$ cat src/rtl/param_fifo.sv
// param_fifo: synchronous single-clock FIFO with first-word fall-through read
// and a valid/ready handshake on both sides.
//
// Parameters:
//   WIDTH    data width in bits (>= 1)
//   DEPTH    number of entries, power of two (>= 2)
//   AF_LEVEL almost_full threshold, 1..DEPTH (almost_full = count >= AF_LEVEL)
//
// Ports:
//   clk, rst_n              clock, asynchronous active-low reset
//   in_valid/in_ready/in_data     write side (push = in_valid & in_ready)
//   out_valid/out_ready/out_data  read side  (pop  = out_valid & out_ready)
//   count                   stored entries, 0..DEPTH
//   almost_full             registered, count >= AF_LEVEL
//
// Optional feature: define PARAM_FIFO_BYPASS_EN to let a word offered to an
// empty FIFO appear on out_data in the same cycle; if it is taken in that
// cycle it is never stored.
module param_fifo #(
    parameter int unsigned WIDTH    = 8,
    parameter int unsigned DEPTH    = 16,
    parameter int unsigned AF_LEVEL = DEPTH - 2
) (
    input  logic                       clk,
    input  logic                       rst_n,
    input  logic                       in_valid,
    output logic                       in_ready,
    input  logic [WIDTH-1:0]           in_data,
    output logic                       out_valid,
    input  logic                       out_ready,
    output logic [WIDTH-1:0]           out_data,
    output logic [$clog2(DEPTH):0]     count,
    output logic                       almost_full
);

    localparam int unsigned PW = $clog2(DEPTH);
    localparam int unsigned CW = PW + 1;

    logic [WIDTH-1:0] mem_q [DEPTH];
    logic [PW-1:0]    wr_ptr_q, wr_ptr_d;
    logic [PW-1:0]    rd_ptr_q, rd_ptr_d;
    logic [CW-1:0]    count_q, count_d;
    logic             almost_full_q, almost_full_d;
    logic             in_ready_q, in_ready_d;
    logic             stored_valid_q, stored_valid_d;

    logic             push, pop, wr_en, rd_en, bypass_take;

    // Read side: head of storage, or (bypass build) the incoming word when empty.
`ifdef PARAM_FIFO_BYPASS_EN
    assign out_valid   = stored_valid_q | in_valid;
    assign out_data    = stored_valid_q ? mem_q[rd_ptr_q] : in_data;
    assign bypass_take = ~stored_valid_q & in_valid & out_ready;
`else
    assign out_valid   = stored_valid_q;
    assign out_data    = mem_q[rd_ptr_q];
    assign bypass_take = 1'b0;
`endif

    assign in_ready    = in_ready_q;
    assign count       = count_q;
    assign almost_full = almost_full_q;

    assign push  = in_valid & in_ready_q;
    assign pop   = out_valid & out_ready;
    // A bypassed word touches neither storage nor pointers.
    assign wr_en = push & ~bypass_take;
    assign rd_en = pop & ~bypass_take;

    // Next-state: pointers, occupancy and flags decoded from the next count.
    always_comb begin
        wr_ptr_d = wr_ptr_q;
        rd_ptr_d = rd_ptr_q;
        count_d  = count_q;
        if (wr_en) wr_ptr_d = wr_ptr_q + PW'(1);
        if (rd_en) rd_ptr_d = rd_ptr_q + PW'(1);
        case ({wr_en, rd_en})
            2'b10:   count_d = count_q + CW'(1);
            2'b01:   count_d = count_q - CW'(1);
            default: count_d = count_q;
        endcase
        in_ready_d     = (count_d != CW'(DEPTH));
        stored_valid_d = (count_d != CW'(0));
        almost_full_d  = (count_d >= CW'(AF_LEVEL));
    end

    // Control state.
    always_ff @(posedge clk or negedge rst_n) begin
        if (!rst_n) begin
            wr_ptr_q       <= '0;
            rd_ptr_q       <= '0;
            count_q        <= '0;
            almost_full_q  <= 1'b0;
            in_ready_q     <= 1'b1;
            stored_valid_q <= 1'b0;
        end else begin
            wr_ptr_q       <= wr_ptr_d;
            rd_ptr_q       <= rd_ptr_d;
            count_q        <= count_d;
            almost_full_q  <= almost_full_d;
            in_ready_q     <= in_ready_d;
            stored_valid_q <= stored_valid_d;
        end
    end

    // Storage array, intentionally not reset.
    always_ff @(posedge clk) begin
        if (wr_en) mem_q[wr_ptr_q] <= in_data;
    end

endmodule
$ cat config.mk
export PLATFORM = sky130hd
export DESIGN_NAME = param_fifo
export DESIGN_NICKNAME = d
export VERILOG_FILES = /design/src/rtl/param_fifo.sv
export SDC_FILE = /design/constraint.sdc
export NUM_CORES = 1
export LEC_CHECK = 0
export ABC_AREA = 1
export CORE_ASPECT_RATIO = 1.5
export CORE_MARGIN = 5
export CORE_UTILIZATION = 54
export CTS_CLUSTER_SIZE = 25
export DETAILED_ROUTE_END_ITERATION = 10
export GPL_TIMING_DRIVEN = 1
export PLACE_DENSITY = 0.71
export REMOVE_ABC_BUFFERS = 1
export SYNTH_ARGS = -nofsm -noshare
export SYNTH_HDL_FRONTEND = slang
export SYNTH_SLANG_ARGS = --single-unit
$ cat constraint.sdc
create_clock -name clk -period 1.95 [get_ports clk]
set_input_delay 0.585 -clock clk [delete_from_list [all_inputs] [get_ports clk]]
set_output_delay 0.585 -clock clk [all_outputs]
set_load 0.01 [all_outputs]
* After elaboration in Yosys (flattened, before gate mapping)
Memories as Yosys holds them, arrays and structs flattened.
Cells that the tools add are included.
** Storage, ports and cells
- Word-level logic and storage cells :: 21
- Input bits :: 12
- Register bits after elaboration :: 16
- Memories kept :: 1
- Output and inout bits :: 16
- RAM bits :: 128
** Operators by class
- Eq/ne operators :: 3
- Bitwise logic cells :: 2
- Reductions and logical operators :: 1
- $lt $le $gt $ge :: 1
- Multiplexer cells :: 3
- Add/subtract/negate cells :: 4
** Memories
- mem_q :: depth 16, width 8, rd ports 1, clocked after Yosys merged registers in 0, write ports 1, line 39 : logic [WIDTH-1:0] mem_q [DEPTH];
** Operators by type and width (number)
- $pmux W5 S2 :: 1
- $add A4 B1 Y4 const B :: 2
- $add A5 B1 Y5 const B :: 1
- $ge A5 B4 Y1 const B :: 1
- $ne A5 B5 Y1 const B :: 1
- $reduce_bool A5 Y1 :: 1
- $sub A5 B1 Y5 const B :: 1
- $and A1 B1 Y1 :: 2
- $eq A2 B1 Y1 const B :: 1
- $eq A2 B2 Y1 const B :: 1
- $mux W1 :: 2

* Longest topological paths before layout
- Depth after elaboration :: 4
- Mapped depth :: 17
- Mapped depth without buffers :: 16

* Least setup slack after synthesis
Ideal clock, no wire load.
- Path type :: input to register
- Start :: input port out_ready
- End :: register stored_valid_q, in the netlist out_valid
- Path buffers :: 1
- Slack :: -0.199 ns
- Data required time :: 1.819 ns
- Stages :: 15
- Setup time :: 0.131 ns
- Arrival time :: 2.018 ns
- Cells stage by stage :: nand2_1 > inv_1 > ha_1 > buf_2 > nor2_1 > nor2_1 > ha_1 > inv_1 > nand2_1 > inv_1 > o21ai_0 > nand3_1 > nand2_1 > nor3_1 > nand3_1
** Between the ends
- Word-level cells in the longest chain between the ends :: 4
- Elaborated cells between the ends (all ways) :: 5
- Those cells by class :: eq/ne (2); mux (1); bitwise (1); reduce/logical (1)
** RTL lines
- from (decl) :: line 30 : input logic out_ready,
- $and A1 B1 Y1 * :: line 65 : assign pop = out_valid & out_ready;
- $eq A2 B1 Y1 / $eq A2 B2 Y1 (equally long branches) :: line 77 : case ({wr_en, rd_en})
- $pmux W5 S2 * :: line 77
- net count_d[2] :: line 42 : logic [CW-1:0] count_q, count_d;
- $reduce_bool A5 Y1 * :: line 83 : stored_valid_d = (count_d != CW'(0));
- net stored_valid_d :: line 45 : logic stored_valid_q, stored_valid_d;
- to (signal assigned) :: line 102 : stored_valid_q <= stored_valid_d;
- to (decl) :: line 45
Mark *: on every way through the listed nets, which the timed path passes. The rest lies on a longest branch.
A chain may end at the register's enable or synchronous reset.

* Worst setup path after layout
- Start :: register rd_ptr_q[0]
- End :: output port out_data[1]
** Between the ends
- Word-level cells in the longest chain between the ends :: 1
** RTL lines
- from (decl) :: line 41 : logic [PW-1:0] rd_ptr_q, rd_ptr_d;
- from (signal assigned) :: line 98 : rd_ptr_q <= rd_ptr_d;
- $mem_v2 Z16 W8
- to (decl) :: line 31 : output logic [WIDTH-1:0] out_data,
Every way passes these cells.

==> flow_summary.ini <==
[status]
status = finished with violations
violations = setup timing

[clock_tree]
cts_tree = yes
clock_latency_ns = 0.42
cts_htree_levels = 4
numCtsBuffers = 17
clkSinkCount = 144
cts_hold_buf = 0
cts.clk_slew.worst_paths_ns = 0.06
cts.path.max_buffers = 2
cts_root_buf = clkbuf_16

[die]
rows = 47
die_area_mm2 = 0.0134
core_mm2 = 0.0110
num_io_pins = 28
fp.dieH_um = 139
die_w_um = 96.1
initial_core_util_pct = 54.6

[layout]
diodes = 0
multi_input_comb_area_mm2 = 0.00174
syn_to_final_growth_pct = 33.7
layout.area.seq_mm2 = 0.00425
nets = 627
final_cells = 767
fin_area_mm2 = 0.00803
drive_gt1_share_pct = 29.0
fillCellCount = 657

[route]
met3RoutedLength_um = 914
met2_length_um = 9020
drt_iter0_markers = 443
routed.top_layer = met4
routedLengthMet1_um = 5550
postRouteAntennaNets = 0
vias = 4460
drc_errors = 0
dr.pass1.iters = 6
vias_per_cell = 5.81
wl_per_cell_um = 21.1
wirelength_um = 16200

[placement]
post-place-cells = 708
placed_cell_area_mm2 = 0.00686
dp_hpwl_um = 9140
gp_congestion = 0.859
port_buffers = 27

[sta]
finalCriticalPeriod_ns = 2.54
clock_skew_ns = 0.00881
setup_viol = 10
worst_slack_ns = -0.588
timing.fmax_mhz = 394
rsz0062_at_grt = yes
setup_tns_ns = -4.44
fin_crit_sh_pct = 130
tightest_slew_ns = 0.658
slew_headroom_pct = 56.0
holdWs_ns = 0.478
maxSlewViolCount = 0
hold_violations = 0

[power_and_ir_drop]
p_per_area_mw_per_mm2 = 1690
p_total_mw = 13.6
p_clk_share_pct = 26.0
pwr-share-comb_pct = 43.6
p_leak_nw = 3.02
switchingPower_mw = 4.79
irDropWorstVdd_v = 0.00113
p_seq_share_pct = 30.3
switching_share_pct = 35.2
power.internal_mw = 8.80

[global_route]
first_global_vias = 4706
grt-ovfl-total = 0
antenna_found_initial = 0
grt.total_usage_pct = 25.8
grt_pass1_wl_um = 25200
grt_max_degree = 34

[critical_path]
start_kind = register
max_stage_delay_ns = 0.47
critical_path_class = reg -> out
cp_slowest_cell = dfrtp_2
cp_num_buf_inv = 4
cp_max_fo = 4
crit_required_ns = 1.36
critPathTopFamily = buffers and inverters
arrival_ns = 1.95
cp_cell_sequence = buf_4 -> buf_2 -> buf_4 -> o21ai_2 -> o211ai_1 -> o211ai_1 -> nand2_2 -> buf_6
endpoint_kind = primary output

[logic_synthesis]
synthTopCellsByArea = edfxtp_1 64%, nor2_1 7.1%, dfrtp_1 6.3%, o21ai_0 5.8%, o211ai_1 4.0%
avgSynthCellArea_um2 = 12.0
synth-edff-count = 128
ys_types = 23
ys_seq_elements = 144
post_synth_instance_area_mm2 = 0.00601
synth-async-reset-ratio_pct = 11.1
synth_area_leader_cell = edfxtp_1
ys_warn_count = 0
synth_flop_cell = edfxtp_1
yosysTopAreaCellShare_pct = 64.0
ys_seq_area_share_pct = 70.7
syn_inst = 502

[worst_hold_path]
hold_class = in -> async

[run]
cap_violations = 0
==> power by group through the flow <==
stage                     clock (mW)  sequential, mW  combinational [mW]
final                           3.54            4.12                5.93
after global routing            3.68            4.15                6.39
after CTS                       3.54            4.10                5.75
after detailed placement           0            4.11                4.56
after global placement             0            4.09                4.44
after floorplan                    0            4.32                2.02
==> cells by family (layout without fill, tap and decap cells) <==
kind of cell / after synthesis / after routing / synth area share, %
AND/OR/NAND/NOR: 191 / 191 / 12.7
flip-flops: 144 / 144 / 70.7
AO/OA/AOI/OAI: 106 / 106 / 10.2
buffers and inverters: 46 / 164 / 3.79
adder cells (fa/ha/maj): 8 / 8 / 1.67
XOR/XNOR: 7 / 7 / 1.02
==> synth_stat cells (2+ instances only) <==
cell type	instances
nor2_2	4
nor2_1	113
nand3_1	21
buf_6	5
o21ai_1	3
edfxtp_1	128
dfrtp_1	15
clkbuf_1	11
buf_4	2
nand2_1	50
ha_1	8
o211ai_1	32
xor2_1	6
buf_2	8
o21ai_0	70
inv_1	19
==> final cells by class <==
type	instances	area share (%)
clock buffer	22	5.78
clock inverter	10	2.31
inverter	20	1.06
multi-input combinational	312	21.6
sequential	144	52.9
tap	147	2.29
timing repair buffer	112	14.0
==> placed cells by master (no fill, tap or decap), drive strengths merged <==
master	n
a21oi	1
buf	93
bufbuf	1
bufinv	5
clkbuf	22
clkdlybuf4s50	11
clkinv	4
clkinvlp	1
dfrtp	15
dfstp	1
dlygate4sd2	7
edfxtp	128
ha	8
inv	20
nand2	50
nand3	21
nand3b	1
nand4	1
nor2	117
nor3	1
o211ai	32
o21ai	73
xnor2	1
xor2	6
==> registers in the layout, summed over array words and instances, names as in the netlist <==
register,cells
out_valid,1
wr_ptr_q,4
in_ready,1
almost_full,1
rd_ptr_q,4
count,5
mem_q,128
==> worst register-to-register path, stage by stage (launching register included) <==
cell	delay, ns
dfstp_2	0.55
nand2_4	0.06
ha_4	0.19
nand2_2	0.07
inv_2	0.05
nor2_4	0.12
ha_4	0.16
inv_4	0.04
nand2_4	0.08
inv_2	0.04
o21ai_2	0.05
nand3_2	0.11
nand2_4	0.10
nand2_2	0.04
nand3b_1	0.15
nand2_1	0.08
==> stage by stage <==
step | util, % | setup slack (ns)
4_1_cts | 72.9 | -0.565
6_report | 73.0 | -0.588
5_1_grt | 73.0 | -0.656
2_1_floorplan | - | -1.00
3_5_place_dp | 62.4 | -0.693
3_3_place_gp | 62.4 | -0.585
==> path summary, 6_finish.rpt <==
kind | startpoint | end | slack, ns | cells past startpoint
max reg2reg | in_ready | almost_full | -0.02 | 15
max | rd_ptr_q[0] | out_data[1] | -0.59 | 8
max in group asynchronous | rst_n | count[0] | 0.96 | 2
min in group clk | wr_ptr_q[2] | wr_ptr_q[2] | 0.57 | 2
min reg2reg | wr_ptr_q[2] | wr_ptr_q[2] | 0.57 | 2
min | rst_n | count[4] | 0.48 | 1
==> timing repair <==
| action | 4_1_cts | 5_1_grt |
|---|---|---|
| pin swaps | 45 | 32 |
| cloned | 8 | 0 |
| endpoints found under the setup margin | 19 | 37 |
| buffers inserted | 23 | 0 |
| resized for setup | 118 | 36 |
==> per-layer routing <==
metal  global-route usage [%]  up-vias
met3                     5.81       53
met5                        0        -
met4                     12.9        0
met2                     45.1      224
li1                         -     1993
met1                     28.5     2190
Power figures use the tool's default switching activity.
